===== src/rtl/nn_pkg.sv =====
// ============================================================================
// nn_pkg : shared constants, state encoding and weight-RAM address helper
//          for the drowsiness-detector hidden layer.
// Revision: 1.0
// ============================================================================
`default_nettype none

package nn_pkg;
    localparam int N_IN  = 10;
    localparam int N_HID = 5;
    localparam int DW    = 10;
    localparam int ACCW  = 26;
    localparam int AW    = 6;
    localparam int ROW   = N_IN + 1;

    localparam int EW = $clog2(ROW);
    localparam int NW = $clog2(N_HID);

    localparam logic [EW-1:0] BIAS_ELEM   = EW'(N_IN);
    localparam logic [NW-1:0] LAST_NEURON = NW'(N_HID - 1);

    typedef enum logic [1:0] {
        IDLE  = 2'd0,
        RUN   = 2'd1,
        DRAIN = 2'd2
    } state_t;

    // Element N_IN of a row is the neuron's bias.
    function automatic logic [AW-1:0] row_addr(input logic [NW-1:0] neuron,
                                               input logic [EW-1:0] elem);
        return AW'(int'(neuron) * ROW + int'(elem));
    endfunction
endpackage

`default_nettype wire


===== src/rtl/mac_unit.sv =====
// ============================================================================
// mac_unit : signed weight x unsigned feature multiply-accumulate with a
//            bias-add output that retires the accumulated neuron.
// Revision: 1.0
// ============================================================================
`default_nettype none

module mac_unit
    import nn_pkg::*;
(
    input  logic                   clk,
    input  logic                   rst_n,
    input  logic                   clear,
    input  logic                   enable,
    input  logic                   add_bias,
    input  logic [DW-1:0]          weight,
    input  logic [DW-1:0]          x,
    output logic signed [ACCW-1:0] bias_sum
);
    logic signed [ACCW-1:0] r_acc;
    logic signed [2*DW:0]   w_prod;
    logic signed [ACCW-1:0] w_prod_ext;
    logic signed [ACCW-1:0] w_bias_ext;

    // Feature is zero-extended so it stays non-negative in the signed product.
    assign w_prod     = $signed(weight) * $signed({1'b0, x});
    assign w_prod_ext = {{(ACCW-2*DW-1){w_prod[2*DW]}}, w_prod};
    assign w_bias_ext = {{(ACCW-DW){weight[DW-1]}}, weight};
    assign bias_sum   = r_acc + w_bias_ext;

    always_ff @(posedge clk or negedge rst_n) begin
        if (!rst_n) begin
            r_acc <= '0;
        end else if (clear || (enable && add_bias)) begin
            r_acc <= '0;
        end else if (enable) begin
            r_acc <= r_acc + w_prod_ext;
        end
    end
endmodule

`default_nettype wire


===== src/rtl/hidden_layer_ctrl.sv =====
// ============================================================================
// hidden_layer_ctrl : sequences the shared MAC over all weight rows in the
//                     external RAM and owns the RAM write port between runs.
// Revision: 1.0
// ============================================================================
`default_nettype none

module hidden_layer_ctrl
    import nn_pkg::*;
(
    input  logic                 clk,
    input  logic                 rst_n,
    input  logic                 start,
    input  logic [N_IN*DW-1:0]   in_val,
    output logic                 busy,
    output logic                 done,
    output logic [N_HID-1:0]     out_val,
    input  logic                 cfg_we,
    input  logic [AW-1:0]        cfg_addr,
    input  logic [DW-1:0]        cfg_wdata,
    output logic                 cfg_ready,
    output logic                 w_we,
    output logic [AW-1:0]        w_addr,
    output logic [DW-1:0]        w_wdata,
    input  logic [DW-1:0]        w_rdata
);
    state_t                 r_state, w_next_state;
    logic [DW-1:0]          r_feat [N_IN];
    logic [NW-1:0]          r_neuron;
    logic [EW-1:0]          r_elem;
    logic                   r_cons_valid;
    logic [NW-1:0]          r_cons_neuron;
    logic [EW-1:0]          r_cons_elem;
    logic [N_HID-1:0]       r_shadow, w_shadow_next;
    logic                   r_done;
    logic [N_HID-1:0]       r_out_val;
    logic                   w_start_ok;
    logic                   w_is_bias;
    logic [DW-1:0]          w_x;
    logic signed [ACCW-1:0] w_bias_sum;

    assign done    = r_done;
    assign out_val = r_out_val;

    always_ff @(posedge clk or negedge rst_n) begin
        if (!rst_n) r_state <= IDLE;
        else        r_state <= w_next_state;
    end

    always_comb begin
        w_next_state = r_state;
        busy         = 1'b1;
        cfg_ready    = 1'b0;
        w_we         = 1'b0;
        w_addr       = row_addr(r_neuron, r_elem);
        w_wdata      = cfg_wdata;
        w_start_ok   = 1'b0;
        case (r_state)
            IDLE: begin
                busy      = 1'b0;
                cfg_ready = 1'b1;
                w_we      = cfg_we;
                w_addr    = cfg_addr;
                if (start) begin
                    w_start_ok   = 1'b1;
                    w_next_state = RUN;
                end
            end
            RUN: begin
                if (r_neuron == LAST_NEURON && r_elem == BIAS_ELEM)
                    w_next_state = DRAIN;
            end
            // The final bias returns during the single DRAIN cycle.
            DRAIN:   w_next_state = IDLE;
            default: w_next_state = IDLE;
        endcase
    end

    assign w_is_bias = (r_cons_elem == BIAS_ELEM);
    assign w_x       = w_is_bias ? '0 : r_feat[r_cons_elem];

    mac_unit u_mac (
        .clk      (clk),
        .rst_n    (rst_n),
        .clear    (w_start_ok),
        .enable   (r_cons_valid),
        .add_bias (w_is_bias),
        .weight   (w_rdata),
        .x        (w_x),
        .bias_sum (w_bias_sum)
    );

    always_comb begin
        w_shadow_next = r_shadow;
        if (r_cons_valid && w_is_bias)
            w_shadow_next[r_cons_neuron] = (w_bias_sum > 0);
    end

    always_ff @(posedge clk or negedge rst_n) begin
        if (!rst_n) begin
            for (int i = 0; i < N_IN; i++) r_feat[i] <= '0;
            r_neuron      <= '0;
            r_elem        <= '0;
            r_cons_valid  <= 1'b0;
            r_cons_neuron <= '0;
            r_cons_elem   <= '0;
            r_shadow      <= '0;
            r_done        <= 1'b0;
            r_out_val     <= '0;
        end else begin
            r_cons_valid  <= (r_state == RUN);
            r_cons_neuron <= r_neuron;
            r_cons_elem   <= r_elem;
            r_shadow      <= w_shadow_next;
            r_done        <= (r_state == DRAIN);
            if (r_state == DRAIN) r_out_val <= w_shadow_next;

            if (w_start_ok) begin
                for (int i = 0; i < N_IN; i++) r_feat[i] <= in_val[i*DW +: DW];
                r_neuron <= '0;
                r_elem   <= '0;
            end else if (r_state == RUN) begin
                if (r_elem == BIAS_ELEM) begin
                    r_elem   <= '0;
                    r_neuron <= r_neuron + 1'b1;
                end else begin
                    r_elem <= r_elem + 1'b1;
                end
            end
        end
    end
endmodule

`default_nettype wire


===== config.mk =====
export PLATFORM = sky130hd
export DESIGN_NAME = hidden_layer_ctrl
export DESIGN_NICKNAME = d
export VERILOG_FILES = /design/src/rtl/nn_pkg.sv /design/src/rtl/mac_unit.sv /design/src/rtl/hidden_layer_ctrl.sv
export SDC_FILE = /design/constraint.sdc
export NUM_CORES = 1
export LEC_CHECK = 0
export ABC_AREA = 0
export BUFFER_PORTS_ARGS = -buffer_cell sky130_fd_sc_hd__buf_2
export CAP_MARGIN = 20
export CORE_ASPECT_RATIO = 0.75
export CORE_MARGIN = 5
export CORE_UTILIZATION = 65
export CTS_CLUSTER_DIAMETER = 100
export DETAILED_ROUTE_END_ITERATION = 6
export GPL_TIMING_DRIVEN = 0
export PLACE_DENSITY = 0.88
export SKIP_CTS_REPAIR_TIMING = 1
export SLEW_MARGIN = 10
export SYNTH_ARGS = -nofsm -noshare
export SYNTH_HDL_FRONTEND = slang
export SYNTH_SLANG_ARGS = --single-unit

===== constraint.sdc =====
create_clock -name clk -period 21.4 [get_ports clk]
set_input_delay 4.28 -clock clk [delete_from_list [all_inputs] [get_ports clk]]
set_output_delay 4.28 -clock clk [all_outputs]
set_load 0.01 [all_outputs]

Yosys cells after proc, flatten, opt, wreduce, memory -nomap -nowiden:

Index checks and enable logic that the tools add are counted.

* word-level logic and storage cells: 74
* register bits after elaboration: 154
* input port bits: 130
* output and inout bits: 25

* eq/ne operators: 7
* $lt $le $gt $ge: 4
* add/sub/neg operators: 5
* bitwise operators: 1
* mux-type cells: 25
* $mul: 2
* reduce and logical (&&, ||, !) cells: 10

Operators by type and width (count)
* $mux W26: 2
* $bmux W10 S4: 1
* $mux W10: 3
* $add A26 B10 Y26: 1
* $add A26 B21 Y26: 1
* $gt A26 B1 Y1 const B: 1
* $mul A10 B11 Y21: 1
* $mux W4: 3
* $mux W3: 3
* $eq A4 B4 Y1 const B: 2
* $add A6 B4 Y6: 1
* $mul A3 B4 Y6 const B: 1
* $mux W1: 6
* $mux W6: 1
* $reduce_bool A2 Y1: 3
* $bwmux W5: 1
* $ge A5 B5 Y1 const B: 1
* $mux W5: 1
* $not A4 Y5: 1
* $add A4 B1 Y4 const B: 1
* $lt A3 B4 Y1 const B: 1
* $mux W2: 2
* $ne A2 B2 Y1 const B: 2
* $pmux W2 S2: 1
* other kinds (10): 13

Longest topological paths before layout:

Gate-level depths: netlist of run 1.

* depth in word-level cells: 9
* mapped depth: 26

By module:

From an unflattened synthesis of run 1, not the netlist that was laid out.

* cell total of the unflattened synthesis: 1421
* area total of the unflattened synthesis: 12763.5 sq um

Modules (own cells, without submodules)
* mac_unit: times used 1, area an instance 6580.1 sq um, cells an instance 754
* hidden_layer_ctrl: times used 1, area an instance 6183.4 sq um, cells an instance 667

Worst setup path after synthesis of run 1:

Ideal clock, no wire load.

* path kind: in2reg
* start point: input w_rdata[1]
* end point: register u_mac.r_acc[25]
* required time: 21317 ps
* setup slack: 11709 ps
* stages: 20
* library setup time: 83 ps
* data arrival time: 9608 ps
* path through: clkbuf_1 -> nand2_1 -> fa_1 -> fa_1 -> fa_1 -> inv_1 -> fa_1 -> inv_1 -> fa_1 -> inv_1 -> ha_1 -> a21o_1 -> a221oi_1 -> a211oi_1 -> a211oi_1 -> o21ai_0 -> a2111oi_0 -> o41ai_1 -> xnor2_1 -> o21ai_0

* word-level cells in the longest chain between the ends: 4

Ends and longest elaborated chain
* start: declaration: RTL line hidden_layer_ctrl.sv:25 `input logic [DW-1:0] w_rdata`
* $mul A10 B11 Y21: RTL line mac_unit.sv:26 `assign w_prod = $signed(weight) * $signed({1'b0, x});`
* $add A26 B21 Y26: RTL line mac_unit.sv:37 `r_acc <= r_acc + w_prod_ext;`
* $mux W26: RTL line mac_unit.sv:36 `end else if (enable) begin`
* $mux W26: RTL line mac_unit.sv:34 `end else if (clear || (enable && add_bias)) begin`
* end signal: assignment: RTL line mac_unit.sv:37
* end: declaration: RTL line mac_unit.sv:20 `logic signed [ACCW-1:0] r_acc;`

No other way between the ends. The select of a mux whose other input is x is not followed.
A chain may end at the register's enable or synchronous reset.

Worst setup path after layout of run 1:

Same ends and word-level chain as after synthesis.

==> run_results.csv, run 1 <==
group,metric,value,unit
worst_hold_path,hold_class,"reg -> reg",
placed_design,port_buffers,144,
cts,cts_sinks,154,
final_layout,final_cells,1929,
grt,grt_usage,30.8,%
die,die_width,174,µm
synthesis,synth-main-ff-cell,"dfrtp_1",
cts,cts_buffers,17,
grt,grt_overflow,0,
grt,grt_pass1_wl,57800,µm
placed_design,place.gp.congestion,0.973,
setup_path,critical_path_arrival,10.78,ns
job,drv_cap,0,
routing,vias,11500,
routing,drc,7,
sta,worst_slew_pin_slew,0.989,ns
routing,drt_first_iter_violations,1132,
power_and_ir_drop,p_leak,7.84,nW
sta,finalCritPeriodShare,49.0,%
synthesis,synth_warnings,0,
routing,viasPerCell,5.96,
synthesis,synth-edff-count,0,
sta,min_period,10.49,ns
sta,rsz0062_at_grt,"false",
setup_path,path_max_fanout,10,
sta,hold_violations,0,
setup_path,cp.required,21.69,ns
setup_path,critical_path_class,"in -> reg",
routing,ant_nets,0,
cts,cts-root-buf,"clkbuf_16",
grt,grt_pass1_vias,11700,
final_layout,nets,1989,
final_layout,diodes,0,
synthesis,ys_types,77,
die,die_h,133,µm
synthesis,ys_seq_area_share,29.4,%
sta,slew_headroom,34.1,%
sta,setup_tns,0,ns
final_layout,areaGrowthSynthToFinish,12.8,%
cts,cts_max_level,4,
setup_path,crit_path_end_kind,"flip-flop",
grt,grt_max_degree,91,
synthesis,synth_cells,1494,
die,fp-row-count,45,
cts,cts_tree,"built",
routing,dr.pass1.iters,7,
cts,clockBufferDepth,2,
placed_design,place_inst,1897,
run_status,violations,"DRC",
synthesis,synth_area,0.0131,mm²
setup_path,cp-start-kind,"input pin",
power_and_ir_drop,power_density,77.5,mW/mm²
cts,clk_pin_slew,0.07,ns
sta,max_freq,95.3,MHz
run_status,status,"complete, but fails checks",
synthesis,synth_seq_cells,154,
synthesis,synth_nets,1825,
placed_design,hpwl,26200,µm
sta,setup_viol,0,
synthesis,syn_avg_cell_area,8.78,µm²
routing,wirelength,34700,µm
die,io_pins,155,
sta,drv_slew,0,
die,core,0.0200,mm²
sta,finalClockSkew,0.0160,ns
cts,insertion_delay,0.44,ns
die,initial_core_util,65.4,%
final_layout,drive_gt1_share,14.5,%
synthesis,async_reset_ff_share,100,%
routing,wire_per_inst,18.0,µm
grt,grt_antenna_before_repair,0,
power_and_ir_drop,ir_drop,52.4,µV
die,dieArea,0.0232,mm²
through the flow:
stage / hold WS, ns / power [mW] / cell area (µm²) / setup WS (ns) / utilization (%)
2_1_floorplan: 0.386 / 0.711 / 13100 / 11.71 / -
3_3_place_gp: 0.439 / 0.811 / 14200 / 10.75 / 70.6
3_5_place_dp: 0.424 / 0.828 / 14200 / 10.58 / 70.8
4_1_cts: 0.463 / 1.14 / 14800 / 10.97 / 73.8
5_1_grt: 0.471 / 1.22 / 14800 / 10.66 / 73.8
6_report: 0.473 / 1.15 / 14800 / 10.91 / 73.8
registers in the layout, summed over array words and instances, names as in the netlist:
signal and cells:
done 1, out_val 5, r_cons_elem 4, r_cons_neuron 3
r_cons_valid 1, r_elem 4, r_feat 100, r_neuron 3
r_shadow 5, r_state 2, u_mac.r_acc 26
metal layers:
metal / track usage (%) / wire length (µm)
met1: 43.1 / 14800
met2: 48.7 / 16000
met3: 5.40 / 2800
met4: 11.4 / 1110
met5: 0 / 0
worst max-delay path, stage by stage:
cell and delay (ns):
buf_2 0.11, clkbuf_1 0.44, nand2_1 0.17, fa_1 0.54
fa_1 0.46, fa_1 0.56, inv_1 0.06, fa_1 0.51
inv_1 0.06, fa_1 0.54, inv_1 0.06, ha_1 0.37
a21o_1 0.22, a221oi_1 0.52, a211oi_1 0.19, a211oi_1 0.50
o21ai_0 0.27, a2111oi_0 0.53, o41ai_1 0.16, xnor2_1 0.15
o21ai_0 0.09
cell type report:
class                      instances  area (µm²)
buffer                            62         283
clock buffer                      17         425
clock inverter                    15         171
fill                            1358        5250
inverter                         170         638
multi-input combinational       1108        8340
sequential                       154        3850
tap                              258         323
timing repair buffer             145         758
kinds of logic (layout without fill, tap and decap cells):
group	after synthesis	after routing	synth area share (%)
buffers and inverters	232	409	7.02
XOR/XNOR	34	34	2.27
AO/OA/AOI/OAI	232	232	12.0
multiplexers	35	35	4.70
flip-flops	154	154	29.4
adder cells (fa/ha/maj)	201	201	24.4
AND/OR/NAND/NOR	606	606	20.2
power by group:
group	switching (mW)	internal (mW)	leakage (nW)	total (mW)
Combinational	0.297	0.214	5.53	0.511
Clock	0.143	0.157	0.285	0.300
Sequential	0.0213	0.314	2.02	0.335
path summary, 6_finish.rpt:
check	from	endpoint	slack (ns)	cells past startpoint
max in group asynchronous	rst_n	u_mac.r_acc[6]	16.81	2
worst max-delay path	w_rdata[1]	u_mac.r_acc[25]	10.91	21
worst min-delay path	r_shadow[0]	r_shadow[0]	0.47	2
worst min register to register	r_shadow[0]	r_shadow[0]	0.47	2
min in group asynchronous	rst_n	r_feat[70]	3.77	1
worst max register to register	r_cons_elem[0]	u_mac.r_acc[25]	12.48	24
placed cells by master, fill, tap and decap left out, types with 38 or more instances in the layout:
| cell type | instances |
|---|---|
| inv_1 | 169 |
| and2_1 | 53 |
| a21oi_1 | 50 |
| buf_2 | 147 |
| ha_1 | 110 |
| nor2_1 | 42 |
| dfrtp_1 | 154 |
| fa_1 | 91 |
| clkbuf_1 | 38 |
| nand2_1 | 418 |
| o21ai_0 | 61 |
cell usage after synthesis, drive strengths merged, types with 14 or more instances:
cell type	n	area share, %
o21ai	63	2.4
and3	15	0.72
a21o	24	1.4
ha	110	10
clkbuf	38	1.1
fa	91	14
xnor2	20	1.3
and2	53	2.5
nand3	16	0.61
nor3	14	0.62
nor2	42	1.2
mux4	20	3.4
buf	24	1.1
inv	169	4.8
dfrtp	154	29
nand2	418	12
a21oi	50	1.9
xor2	14	0.93
No activity file was read; power rests on OpenSTA's default activity.
==> run 2: changes to the inputs <==
--- a/config.mk
+++ b/config.mk
@@ -10,11 +10,11 @@
 export CAP_MARGIN = 20
 export CORE_ASPECT_RATIO = 0.75
 export CORE_MARGIN = 5
-export CORE_UTILIZATION = 65
+export CORE_UTILIZATION = 54
 export CTS_CLUSTER_DIAMETER = 100
 export DETAILED_ROUTE_END_ITERATION = 6
 export GPL_TIMING_DRIVEN = 0
-export PLACE_DENSITY = 0.88
+export PLACE_DENSITY = 0.78
 export SKIP_CTS_REPAIR_TIMING = 1
 export SLEW_MARGIN = 10
 export SYNTH_ARGS = -nofsm -noshare
==> constraint.sdc (replaced) <==
create_clock -name clk -period 8.4 [get_ports clk]
set_input_delay 1.68 -clock clk [delete_from_list [all_inputs] [get_ports clk]]
set_output_delay 1.68 -clock clk [all_outputs]
set_load 0.01 [all_outputs]
==> run 2 against run 1 <==
Compared with the run above: the flow now finishes without violations; clock skew is 0.0058 ns lower; via count is 4.7% lower; cell count is 3.8% higher; first-iteration DRC count is 25% lower; combinational power is 150% higher.
==> run_results.csv, run 2 (synthesis gave the netlist of run 1 again) <==
group,metric,value,unit
run_status,status,"finished, final reports clean",
cts,clockBufferDepth,2,
die,fp-row-count,49,
grt,grt_antenna_before_repair,0,
die,initial_core_util,54.7,%
power_and_ir_drop,p_total,2.88,mW
die,core,0.0240,mm²
setup_path,cp.required,8.75,ns
setup_path,path_max_fanout,10,
sta,rsz0062_at_grt,"false",
sta,setup_tns,0,ns
final_layout,drive_gt1_share,15.1,%
routing,drc,0,
grt,grt_usage,24.6,%
placed_design,port_buffers,144,
placed_design,place_ws,-0.277,ns
die,die_h,145,µm
routing,vias,11000,
grt,grt_overflow,0,
setup_path,slowest_delay,0.60,ns
sta,finalCritPeriodShare,94.9,%
cts,cts_buffers,17,
cts,clk_pin_slew,0.07,ns
final_layout,final_cell_mix,"nand2_1 (418), inv_1 (169), dfrtp_1 (154)",
sta,finalClockSkew,0.0102,ns
setup_path,crit_path_end_kind,"flip-flop",
sta,worst_slew_pin_slew,1.02,ns
cts,cts_sinks,154,
setup_path,critPathTopFamily,"compound AO/OA/AOI/OAI gates",
final_layout,final_cells,2002,
sta,max_freq,125,MHz
final_layout,areaGrowthSynthToFinish,13.8,%
sta,setup_viol,0,
placed_design,place_inst,1970,
sta,hold_violations,0,
sta,min_period,7.97,ns
cts,cts_tree,"built",
setup_path,critical_path_arrival,8.32,ns
final_layout,largestRegisters,"r_feat: 100 flops, u_mac.r_acc: 26 flops",
setup_path,cp-start-kind,"flip-flop",
routing,wirelength,33300,µm
die,die_width,190,µm
routing,drt_first_iter_violations,854,
power_and_ir_drop,power_density,193,mW/mm²
cts,insertion_delay,0.43,ns
sta,drv_slew,0,
cts,cts-root-buf,"clkbuf_16",
final_layout,fillers,2010,
placed_design,place.gp.congestion,0.982,
cts,cts_max_level,4,
die,dieArea,0.0275,mm²
setup_path,cp_common_cell,"fa_1",
final_layout,largest_reg_flops,100,
job,drv_cap,0,
power_and_ir_drop,p_leak,7.84,nW
routing,wire_per_inst,16.6,µm
final_layout,top_register,"r_feat",
setup_path,critPathBufInv,4,
final_layout,nets,1989,
routing,dr.pass1.iters,5,
grt,grt_max_degree,102,
final_layout,diodes,0,
setup_path,critical_path_class,"reg -> reg",
routing,viasPerCell,5.48,
power_and_ir_drop,ir_drop,126,µV
setup_path,slowest_stage,"nor2_1",
sta,slew_headroom,31.5,%
worst_hold_path,hold_class,"reg -> reg",
final_layout,mostFrequentLayoutCell,"nand2_1",
die,io_pins,155,
placed_design,hpwl,26200,µm
routing,ant_nets,0,
sta,fin_ws,0.430,ns
setup_path,worstPathCellList,"clkbuf_1 -> nor2_1 -> a221oi_1 -> a21oi_2 -> nand2_1 -> fa_1 -> fa_1 -> fa_1 -> inv_1 -> fa_1 -> inv_1 -> fa_1 -> inv_1 -> ha_1 -> a21o_1 -> a221oi_1 -> a211oi_1 -> a211oi_1 -> o21ai_0 -> a2111oi_1 -> o41ai_1 -> xnor2_1 -> o21ai_0",
grt,grt_pass1_wl,55400,µm
grt,grt_pass1_vias,11000,
## run 2: worst register-to-register path, cell delays in order, from the launching register on
cell,delay (ns)
dfrtp_1,0.45
clkbuf_1,0.32
nor2_1,0.60
a221oi_1,0.22
a21oi_2,0.45
nand2_1,0.17
fa_1,0.54
fa_1,0.46
fa_1,0.55
inv_1,0.05
fa_1,0.50
inv_1,0.05
fa_1,0.55
inv_1,0.05
ha_1,0.36
a21o_1,0.22
a221oi_1,0.52
a211oi_1,0.18
a211oi_1,0.49
o21ai_0,0.27
a2111oi_1,0.47
o41ai_1,0.16
xnor2_1,0.14
o21ai_0,0.14
## run 2: cell type report
type / instances / area (µm²) / area share (%)
clock buffers: 17 / 425 / 2.85
inverters: 170 / 638 / 4.28
flip-flops and latches: 154 / 3850 / 25.8
well taps: 331 / 414 / 2.78
clock inverters: 15 / 173 / 1.16
multi-input cells: 1108 / 8370 / 56.1
plain buffers: 62 / 289 / 1.94
repair buffers: 145 / 758 / 5.08
## run 2: layer usage
metal	routed length (µm)	vias to the layer above	global-route usage [%]
li1	-	5247	-
met3	2020	41	3.53
met5	0	-	0
met2	15200	404	38.4
met4	450	0	5.42
met1	15600	5273	36.7
## run 2: worst paths after layout
check | from | endpoint | slack, ns | depth (start not counted)
worst max register to register | r_cons_elem[1] | u_mac.r_acc[25] | 0.43 | 23
max in group asynchronous | rst_n | u_mac.r_acc[1] | 6.40 | 2
min in group asynchronous | rst_n | r_feat[53] | 1.15 | 1
worst min register to register | r_elem[3] | r_cons_elem[3] | 0.46 | 0
worst max-delay path | r_cons_elem[1] | u_mac.r_acc[25] | 0.43 | 23
worst min-delay path | r_elem[3] | r_cons_elem[3] | 0.46 | 0
## run 2: per-stage QoR
| stage | cell area (µm²) | hold WS [ns] | util, % |
|---|---|---|---|
| 2_1_floorplan | 13100 | 0.386 | - |
| 3_5_place_dp | 14300 | 0.420 | 59.6 |
| 6_report | 14900 | 0.461 | 62.2 |
| 4_1_cts | 14900 | 0.457 | 62.1 |
| 3_3_place_gp | 14300 | 0.429 | 59.5 |
| 5_1_grt | 14900 | 0.482 | 62.2 |
## run 2: power by group
group / internal [mW] / switching [mW]
combinational: 0.540 / 0.719
sequential: 0.800 / 0.0538
clock: 0.402 / 0.366
